--- src/rtl/bbox_pkg.sv ---
// Shared types and constants for the per-frame bounding-box tracker.
// Optional smoothing of committed boxes is enabled by defining BBOX_SMOOTH_EN.
package bbox_pkg;

    localparam int unsigned SCREEN_W = 1024;
    localparam int unsigned SCREEN_H = 768;

    typedef logic [11:0] coord_x_t;
    typedef logic [10:0] coord_y_t;

    typedef struct packed {
        coord_x_t x;
        coord_y_t y;
        coord_x_t xmax;
        coord_y_t ymax;
    } box_t;

    typedef logic [1:0] state_t;

    localparam state_t ST_WAIT_FRAME = 2'd0;
    localparam state_t ST_ACCUM      = 2'd1;
    localparam state_t ST_COMMIT     = 2'd2;

    // Mean of two coordinates; the extra sum bit keeps the carry.
    function automatic coord_x_t avg_x(coord_x_t a, coord_x_t b);
        logic [12:0] s;
        s = {1'b0, a} + {1'b0, b};
        return s[12:1];
    endfunction

    function automatic coord_y_t avg_y(coord_y_t a, coord_y_t b);
        logic [11:0] s;
        s = {1'b0, a} + {1'b0, b};
        return s[11:1];
    endfunction

endpackage

--- src/rtl/bbox_tracker_minmax_accum.sv ---
// Single-axis min/max accumulator with init, seed and update controls.
// Init wins over update; a seeded init loads the pixel as both extremes.
module minmax_accum #(
    parameter int W = 12
) (
    input  logic         clk,
    input  logic         rst_n,
    input  logic         init,
    input  logic         seed,
    input  logic         upd,
    input  logic [W-1:0] val,
    output logic [W-1:0] min_val,
    output logic [W-1:0] max_val
);

    // Track running extremes, restarting on each frame boundary.
    always_ff @(posedge clk or negedge rst_n) begin
        if (!rst_n) begin
            min_val <= '1;
            max_val <= '0;
        end else if (init) begin
            min_val <= seed ? val : '1;
            max_val <= seed ? val : '0;
        end else if (upd) begin
            if (val < min_val) min_val <= val;
            if (val > max_val) max_val <= val;
        end
    end

endmodule

--- src/rtl/bbox_tracker.sv ---
// Per-frame bounding-box extractor feeding the display stage.
// Define BBOX_SMOOTH_EN to average consecutive valid boxes on commit.
module bbox_tracker
    import bbox_pkg::*;
#(
    parameter int unsigned MAX_X      = SCREEN_W,
    parameter int unsigned MAX_Y      = SCREEN_H,
    parameter int unsigned MIN_PIXELS = 64,
    parameter int          CNT_W      = 20
) (
    input  logic             clk_in,
    input  logic             rst_n_in,
    input  logic             nf_in,
    input  logic             pixel_valid_in,
    input  logic [11:0]      x_in,
    input  logic [10:0]      y_in,
    input  logic             mask_in,
    output logic [11:0]      box_x_out,
    output logic [10:0]      box_y_out,
    output logic [11:0]      box_xmax_out,
    output logic [10:0]      box_ymax_out,
    output logic             box_valid_out,
    output logic [CNT_W-1:0] pixel_count_out,
    output logic             update_out
);

    state_t           state;
    state_t           state_nx;
    logic             qual;
    logic             in_frame;
    logic             snap;
    coord_x_t         min_x;
    coord_x_t         max_x;
    coord_y_t         min_y;
    coord_y_t         max_y;
    logic [CNT_W-1:0] cnt;
    box_t             shadow_box;
    logic [CNT_W-1:0] shadow_cnt;
    logic             shadow_ok;
    box_t             box_q;
    box_t             new_box;

    assign qual = pixel_valid_in & mask_in
                & ({20'd0, x_in} < MAX_X)
                & ({21'd0, y_in} < MAX_Y);

    assign in_frame  = (state != ST_WAIT_FRAME);
    assign snap      = nf_in & in_frame;
    assign shadow_ok = (shadow_cnt >= CNT_W'(MIN_PIXELS));

    minmax_accum #(.W(12)) u_acc_x (
        .clk     (clk_in),
        .rst_n   (rst_n_in),
        .init    (nf_in),
        .seed    (qual),
        .upd     (qual & in_frame),
        .val     (x_in),
        .min_val (min_x),
        .max_val (max_x)
    );

    minmax_accum #(.W(11)) u_acc_y (
        .clk     (clk_in),
        .rst_n   (rst_n_in),
        .init    (nf_in),
        .seed    (qual),
        .upd     (qual & in_frame),
        .val     (y_in),
        .min_val (min_y),
        .max_val (max_y)
    );

    // Frame sequencing: wait for first frame, accumulate, commit.
    always_comb begin
        state_nx = state;
        unique case (state)
            ST_WAIT_FRAME: if (nf_in) state_nx = ST_ACCUM;
            ST_ACCUM:      if (nf_in) state_nx = ST_COMMIT;
            ST_COMMIT:     state_nx = nf_in ? ST_COMMIT : ST_ACCUM;
            default:       state_nx = ST_WAIT_FRAME;
        endcase
    end

    // State register.
    always_ff @(posedge clk_in or negedge rst_n_in) begin
        if (!rst_n_in) state <= ST_WAIT_FRAME;
        else           state <= state_nx;
    end

    // Saturating masked-pixel counter, seeded on the frame boundary.
    always_ff @(posedge clk_in or negedge rst_n_in) begin
        if (!rst_n_in) begin
            cnt <= '0;
        end else if (nf_in) begin
            cnt <= qual ? CNT_W'(1) : '0;
        end else if (qual && in_frame && (cnt != '1)) begin
            cnt <= cnt + CNT_W'(1);
        end
    end

    // Snapshot the finished frame so accumulation can restart at once.
    always_ff @(posedge clk_in or negedge rst_n_in) begin
        if (!rst_n_in) begin
            shadow_box <= '0;
            shadow_cnt <= '0;
        end else if (snap) begin
            shadow_box <= '{x: min_x, y: min_y, xmax: max_x, ymax: max_y};
            shadow_cnt <= cnt;
        end
    end

    // Candidate box for commit, optionally blended with the last one.
    always_comb begin
        new_box = shadow_box;
`ifdef BBOX_SMOOTH_EN
        if (box_valid_out && shadow_ok) begin
            new_box.x    = avg_x(box_q.x,    shadow_box.x);
            new_box.y    = avg_y(box_q.y,    shadow_box.y);
            new_box.xmax = avg_x(box_q.xmax, shadow_box.xmax);
            new_box.ymax = avg_y(box_q.ymax, shadow_box.ymax);
        end
`endif
    end

    // Committed outputs, held stable between update pulses.
    always_ff @(posedge clk_in or negedge rst_n_in) begin
        if (!rst_n_in) begin
            box_q           <= '0;
            box_valid_out   <= 1'b0;
            pixel_count_out <= '0;
            update_out      <= 1'b0;
        end else if (state == ST_COMMIT) begin
            if (shadow_ok) box_q <= new_box;
            box_valid_out   <= shadow_ok;
            pixel_count_out <= shadow_cnt;
            update_out      <= 1'b1;
        end else begin
            update_out      <= 1'b0;
        end
    end

    assign box_x_out    = box_q.x;
    assign box_y_out    = box_q.y;
    assign box_xmax_out = box_q.xmax;
    assign box_ymax_out = box_q.ymax;

endmodule

--- config.mk ---
export PLATFORM = sky130hd
export DESIGN_NAME = bbox_tracker
export DESIGN_NICKNAME = d
export VERILOG_FILES = /design/src/rtl/bbox_pkg.sv /design/src/rtl/bbox_tracker_minmax_accum.sv /design/src/rtl/bbox_tracker.sv
export SDC_FILE = /design/constraint.sdc
export NUM_CORES = 1
export LEC_CHECK = 0
export ABC_CLOCK_PERIOD_IN_PS = 2500
export BUFFER_PORTS_ARGS = -buffer_cell sky130_fd_sc_hd__buf_2
export CORE_ASPECT_RATIO = 2
export CORE_MARGIN = 1
export CORE_UTILIZATION = 50
export CTS_CLUSTER_DIAMETER = 100
export DETAILED_ROUTE_END_ITERATION = 6
export PLACE_DENSITY_LB_ADDON = 0.12
export RECOVER_POWER = 25
export REMOVE_ABC_BUFFERS = 1
export SYNTH_ARGS = -nofsm -noshare
export SYNTH_HDL_FRONTEND = slang
export SYNTH_HIERARCHICAL = 1
export SYNTH_SLANG_ARGS = --single-unit
--- constraint.sdc ---
create_clock -name clk_in -period 2.5 [get_ports clk_in]
set_input_delay 0.625 -clock clk_in [delete_from_list [all_inputs] [get_ports clk_in]]
set_output_delay 0.625 -clock clk_in [all_outputs]
set_load 0.01 [all_outputs]
* After elaboration in Yosys (flattened, before gate mapping)
Index checks and enable logic that the tools add are counted.
Word-level totals: output and inout port bits 68, input port bits 28, bits in registers 202, word-level logic and storage cells 76
Operators by class: reductions and logical operators 16, bitwise gates (word level) 5, magnitude comparators 7, multiplexer cells 24, add/subtract/negate cells 1, equal/unequal tests 5
Operators by type and width (count):
- 12-bit two-way mux | 8
- 11-bit two-way mux | 8
- 20-bit two-way mux | 2
- 20-bit by 1-bit adder with 20-bit output (second input constant) | 1
- 20-bit by 7-bit >= comparator with 1-bit output (second input constant) | 1
- 20-bit != test (second input constant) | 1
- 2-bit nonzero test | 7
- 12-bit greater-than comparator | 1
- 12-bit by 11-bit < comparator with 1-bit output (second input constant) | 1
- 12-bit < comparator | 1
- 2-bit AND reduction | 6
- 11-bit greater-than comparator | 1
- 11-bit by 10-bit < comparator with 1-bit output (second input constant) | 1
- 11-bit < comparator | 1
- 2-bit two-way mux | 3
- 2-bit case mux with 3 select lines | 1
- 1-bit bitwise AND | 5
- 2-bit != test (second input constant) | 2
- 2-bit by 1-bit equality test with 1-bit output (second input constant) | 1
- 2-bit equality test (second input constant) | 1
- 1-bit logical AND | 2
- 2-bit zero test | 1
- 1-bit two-way mux | 2

* Logic depth before layout (Yosys ltp)
depth in word-level cells 7, gate-level depth with buffers 10, mapped depth without buffers 8

* By module
Netlist, hierarchy kept.
By module, submodules not included:
- bbox_tracker | sequential area each 3903.7 um2, times used 1, area each 6231.0 um2, cells each 423
- minmax_accum (u_acc_x) | sequential area each 615.6 um2, times used 1, area each 2404.8 um2, cells each 338
- minmax_accum (u_acc_y) | sequential area each 564.3 um2, times used 1, area each 1510.2 um2, cells each 161

* Worst setup path after synthesis
Ideal clock, no wire load.
path kind in2reg, start in x_in[10], end reg u_acc_y.min_val[1], setup time 0.089 ns, stages on the path 10, data required time 2.411 ns, buffers on the path 2, setup slack 0.129 ns, data arrival time 2.281 ns, path through and4bb_2 o211ai_2 buf_2 inv_1 nor2b_1 o21ai_0 a221oi_2 buf_2 nor3_1 a211oi_1
On the way: cells in the longest elaborated chain, start to end 6, elaborated cells on any way between the ends 8, classes of those cells order compare: 1; mux: 2; bitwise: 3; reduce/logical: 2
Ends and longest elaborated chain:
- start: declaration | line bbox_tracker.sv:15 | input logic [11:0] x_in,
- 12-bit by 11-bit < comparator with 1-bit output (*) | line bbox_tracker.sv:44 | & ({20'd0, x_in} < MAX_X)
- 1-bit bitwise AND (*) | line bbox_tracker.sv:44
- 1-bit bitwise AND (*) | line bbox_tracker.sv:45 | & ({21'd0, y_in} < MAX_Y);
- 1-bit bitwise AND | line bbox_tracker.sv:67 | .upd (qual & in_frame),
- 2-bit nonzero test (no source line)
- 2-bit AND reduction (no source line)
- end signal: assignment | line bbox_tracker_minmax_accum.sv:22 | min_val <= seed ? val : '1;
- end signal: assignment | line bbox_tracker_minmax_accum.sv:25 | if (val < min_val) min_val <= val;
- end: declaration | line bbox_tracker_minmax_accum.sv:12 | output logic [W-1:0] min_val,
Every way passes the cells marked *; elsewhere a longest branch is shown, timed or not. A chain may end at the register's enable or synchronous reset.

* Worst setup path after layout
start reg u_acc_x.max_val[10], end reg u_acc_x.max_val[5]
On the way: cells in the longest elaborated chain, start to end 3
Ends and longest elaborated chain:
- start: declaration | line bbox_tracker_minmax_accum.sv:13 | output logic [W-1:0] max_val
- start signal: assignment | line bbox_tracker_minmax_accum.sv:23 | max_val <= seed ? val : '0;
- start signal: assignment | line bbox_tracker_minmax_accum.sv:26 | if (val > max_val) max_val <= val;
- 12-bit greater-than comparator | line bbox_tracker_minmax_accum.sv:26
- 2-bit nonzero test (no source line)
- 2-bit AND reduction (no source line)
Every way passes these cells.

==> impl_metrics.ini <==
[route]
vias = 7416
ant_nets = 0
vias_per_cell = 5.69
drc_errors = 0
wirelength_mm = 23.8
firstDrtPassIters = 6
drt_iter0_drc = 272
avgRoutedWirePerCell_um = 18.2

[synth]
netlist-cell-type-count = 64
yosysWarnings = 6
ys_seq_elements = 202
synthesis.area_um2 = 10100
avgSynthCellArea_um2 = 11.0
synth_edf_count = 0
async_flop_share_pct = 100
syn_inst = 922
synth_ff_type = dfrtp_1
synth-seq-area-share_pct = 50.1

[placement]
routabilityCongestion = 0.941
io_buffers = 95
place_area_um2 = 11200
hpwl_mm = 17.0
post-place-ws_ns = -0.210

[cts]
numClockSinks = 202
clk_pin_slew_worst_paths_ns = 0.07
tritoncts = yes
cts-root-buf = clkbuf_16
holdBufCountCts = 0
h-tree-depth = 1
cts_max_path_buffers = 3
cts_buffers = 19
clkLatencyLatePin_ns = 0.50

[power_and_ir_drop]
p_total_mw = 8.73
power_leakage_nw = 5.65
ir_drop_uv = 543
p_per_area_nw_per_um2 = 742

[die]
fp-row-count = 73
initial_core_util_pct = 51.0
core_area_um2 = 19900
die_h_um = 203
dieArea_um2 = 20900
ioPinCount = 96
chipWidth_um = 103

[sta]
fmax_mhz = 437
fin_crit_sh_pct = 91.5
fin_crit_ns = 2.29
hold_viol = 0
layout_setup_ws_ns = 0.212
setup_viol = 0
setup_tns_ns = 0
clock_skew_ns = 0.00625
maxSlewViolCount = 59
worst_pin_slew_ns = 1.67
slew_headroom_pct = -11.6
rsz0062_at_grt = false

[setup_path]
path_max_fanout = 11
worst_setup_path_start_kind = flop
worst_setup_path_end_kind = flop
crit_type = flop to flop
reg2reg_slack_ns = 0.21
worstPathRequired_ns = 2.88
critical_path_arrival_ns = 2.67

[global_routing]
track_usage_pct = 23.8
grt_max_degree = 62
grt_pass1_vias = 7586
grt_pass1_wl_mm = 38.4
antenna_found_initial = 0
grt_remaining_overflow = 0

[finish]
fill_cells = 1761
fin_util_pct = 59.1
area_delta_synth_final_pct = 16.0
fin_nets = 1103
fin_area_um2 = 11800
drive_above_1_share_pct = 33.4
n_antenna_cell = 0

[min_path]
min_path_type = input pin to flop

[job]
timing.max_cap.violations = 1

[outcome]
violations = max-capacitance violations, max-slew violations
outcome = finished with violations
## power by group
part           total (mW)  internal, mW  switching (mW)  leakage [nW]
clock network        2.96          1.71            1.26         0.298
registers            3.99          3.73           0.265          2.60
logic                1.78         0.820           0.958          2.75
## state kept, by name (all words and copies together) (netlist names), 12 cells and up
register         flops
u_acc_x/min_val     12
pixel_count_out     20
u_acc_x/max_val     12
shadow_cnt          20
cnt                 20
new_box             46
box_xmax_out        12
box_x_out           12
## layer usage
metal,global-route usage [%],share of wire (%),up-vias
li1,-,-,3502
met1,26.0,37,3628
met2,42.6,52,213
met3,2.71,4.1,73
met4,14.9,6.2,0
met5,0,0,-
## critical path: stages (launching register included)
cell and delay [ns]:
dfrtp_1 0.42, inv_1 0.12, ha_1 0.36, nand2_1 0.09, o21ai_1 0.75, nor3_1 0.12, a31oi_1 0.21, nand3_1 0.09
## cell usage in the layout, fill, tap and decap left out, drive strengths merged, types with 4 or more instances in the layout
cell type  count
ha            45
a21oi         22
o22a          11
nand2         56
nand2b         4
and2           4
dfstp         23
mux2         134
a221oi        13
clkbuf        28
inv           54
xnor2         13
nor4           9
nand3         23
a31oi         23
buf          137
a22o          11
and3           4
nor2b          7
nor3          48
dfrtp        179
o21ai         28
a211oi        20
nand4          9
and4           4
nor2          99
## area by class of cell
cell class / instances / area (um2) / share of cell area [%]
clock buffers: 26 / 532 / 4.52
clock inverters: 7 / 96.3 / 0.819
inverters: 53 / 199 / 1.69
multi-input cells: 615 / 4640 / 39.4
flip-flops and latches: 202 / 5080 / 43.2
well taps: 262 / 328 / 2.79
repair buffers: 139 / 893 / 7.59
## synthesized netlist by cell type (2+ instances only)
| master | number | area [um2] |
|---|---|---|
| a211oi_2 | 3 | 37.5 |
| buf_1 | 2 | 7.51 |
| a31oi_1 | 23 | 144 |
| dfstp_2 | 23 | 604 |
| nor2b_1 | 7 | 43.8 |
| ha_1 | 45 | 563 |
| xor2_1 | 2 | 17.5 |
| nand2_1 | 55 | 206 |
| mux2_2 | 133 | 1500 |
| nor4_1 | 7 | 43.8 |
| o21ai_0 | 23 | 115 |
| nand2b_1 | 4 | 25.0 |
| buf_6 | 6 | 67.6 |
| and2_1 | 4 | 25.0 |
| a21oi_1 | 20 | 100 |
| nand4_2 | 2 | 25.0 |
| o211ai_1 | 2 | 15.0 |
| inv_1 | 52 | 195 |
| o21a_1 | 2 | 15.0 |
| nand3_1 | 23 | 115 |
| buf_2 | 15 | 75.1 |
| o22a_1 | 11 | 96.3 |
| a221oi_1 | 12 | 105 |
| and3_1 | 4 | 25.0 |
| o21ai_1 | 5 | 25.0 |
| dfrtp_1 | 179 | 4480 |
| buf_4 | 2 | 15.0 |
| nor2_1 | 99 | 372 |
| nor3_1 | 48 | 240 |
| and4_1 | 2 | 17.5 |
| clkbuf_1 | 27 | 101 |
| a2111oi_1 | 2 | 20.0 |
| xnor2_1 | 13 | 114 |
| nand4_1 | 7 | 43.8 |
| a22o_1 | 11 | 96.3 |
| or3_1 | 3 | 18.8 |
| a211oi_1 | 17 | 128 |
## path summary, 6_finish.rpt
kind | start | endpoint | cells after the start
worst max-delay path | u_acc_x/max_val[10] | u_acc_x/max_val[5] | 7
worst min-delay path | y_in[9] | u_acc_y/min_val[9] | 3
worst max register to register | u_acc_x/max_val[10] | u_acc_x/max_val[5] | 7
worst min register to register | box_valid_out | box_valid_out | 1
max in group asynchronous | rst_n_in | u_acc_x/max_val[1] | 2
min in group asynchronous | rst_n_in | pixel_count_out[9] | 1
## what timing repair did
action,in CTS,in global routing
gates resized for setup,0,1
endpoints found under the setup margin,0,1
buffers inserted,0,0
## per-stage QoR
| step | hold slack, ns | instances |
|---|---|---|
| 3_3_place_gp | 0.454 | 1271 |
| 4_1_cts | 0.123 | 1304 |
| 2_1_floorplan | 0.329 | 870 |
| 5_1_grt | 0.400 | 1304 |
| 6_report | 0.393 | 1304 |
| 3_5_place_dp | 0.464 | 1271 |
## logic make-up (layout without fill, tap and decap cells)
logic type	count (synthesis)	after routing	synth area share, %
buffers and inverters	105	225	4.59
XOR/XNOR	15	15	1.29
AO/OA/AOI/OAI	147	147	10.8
AND/OR/NAND/NOR	273	273	12.7
adder cells (fa/ha/maj)	45	45	5.55
flip-flops	202	202	50.1
multiplexers	135	135	15.0
Power figures use the tool's default switching activity.
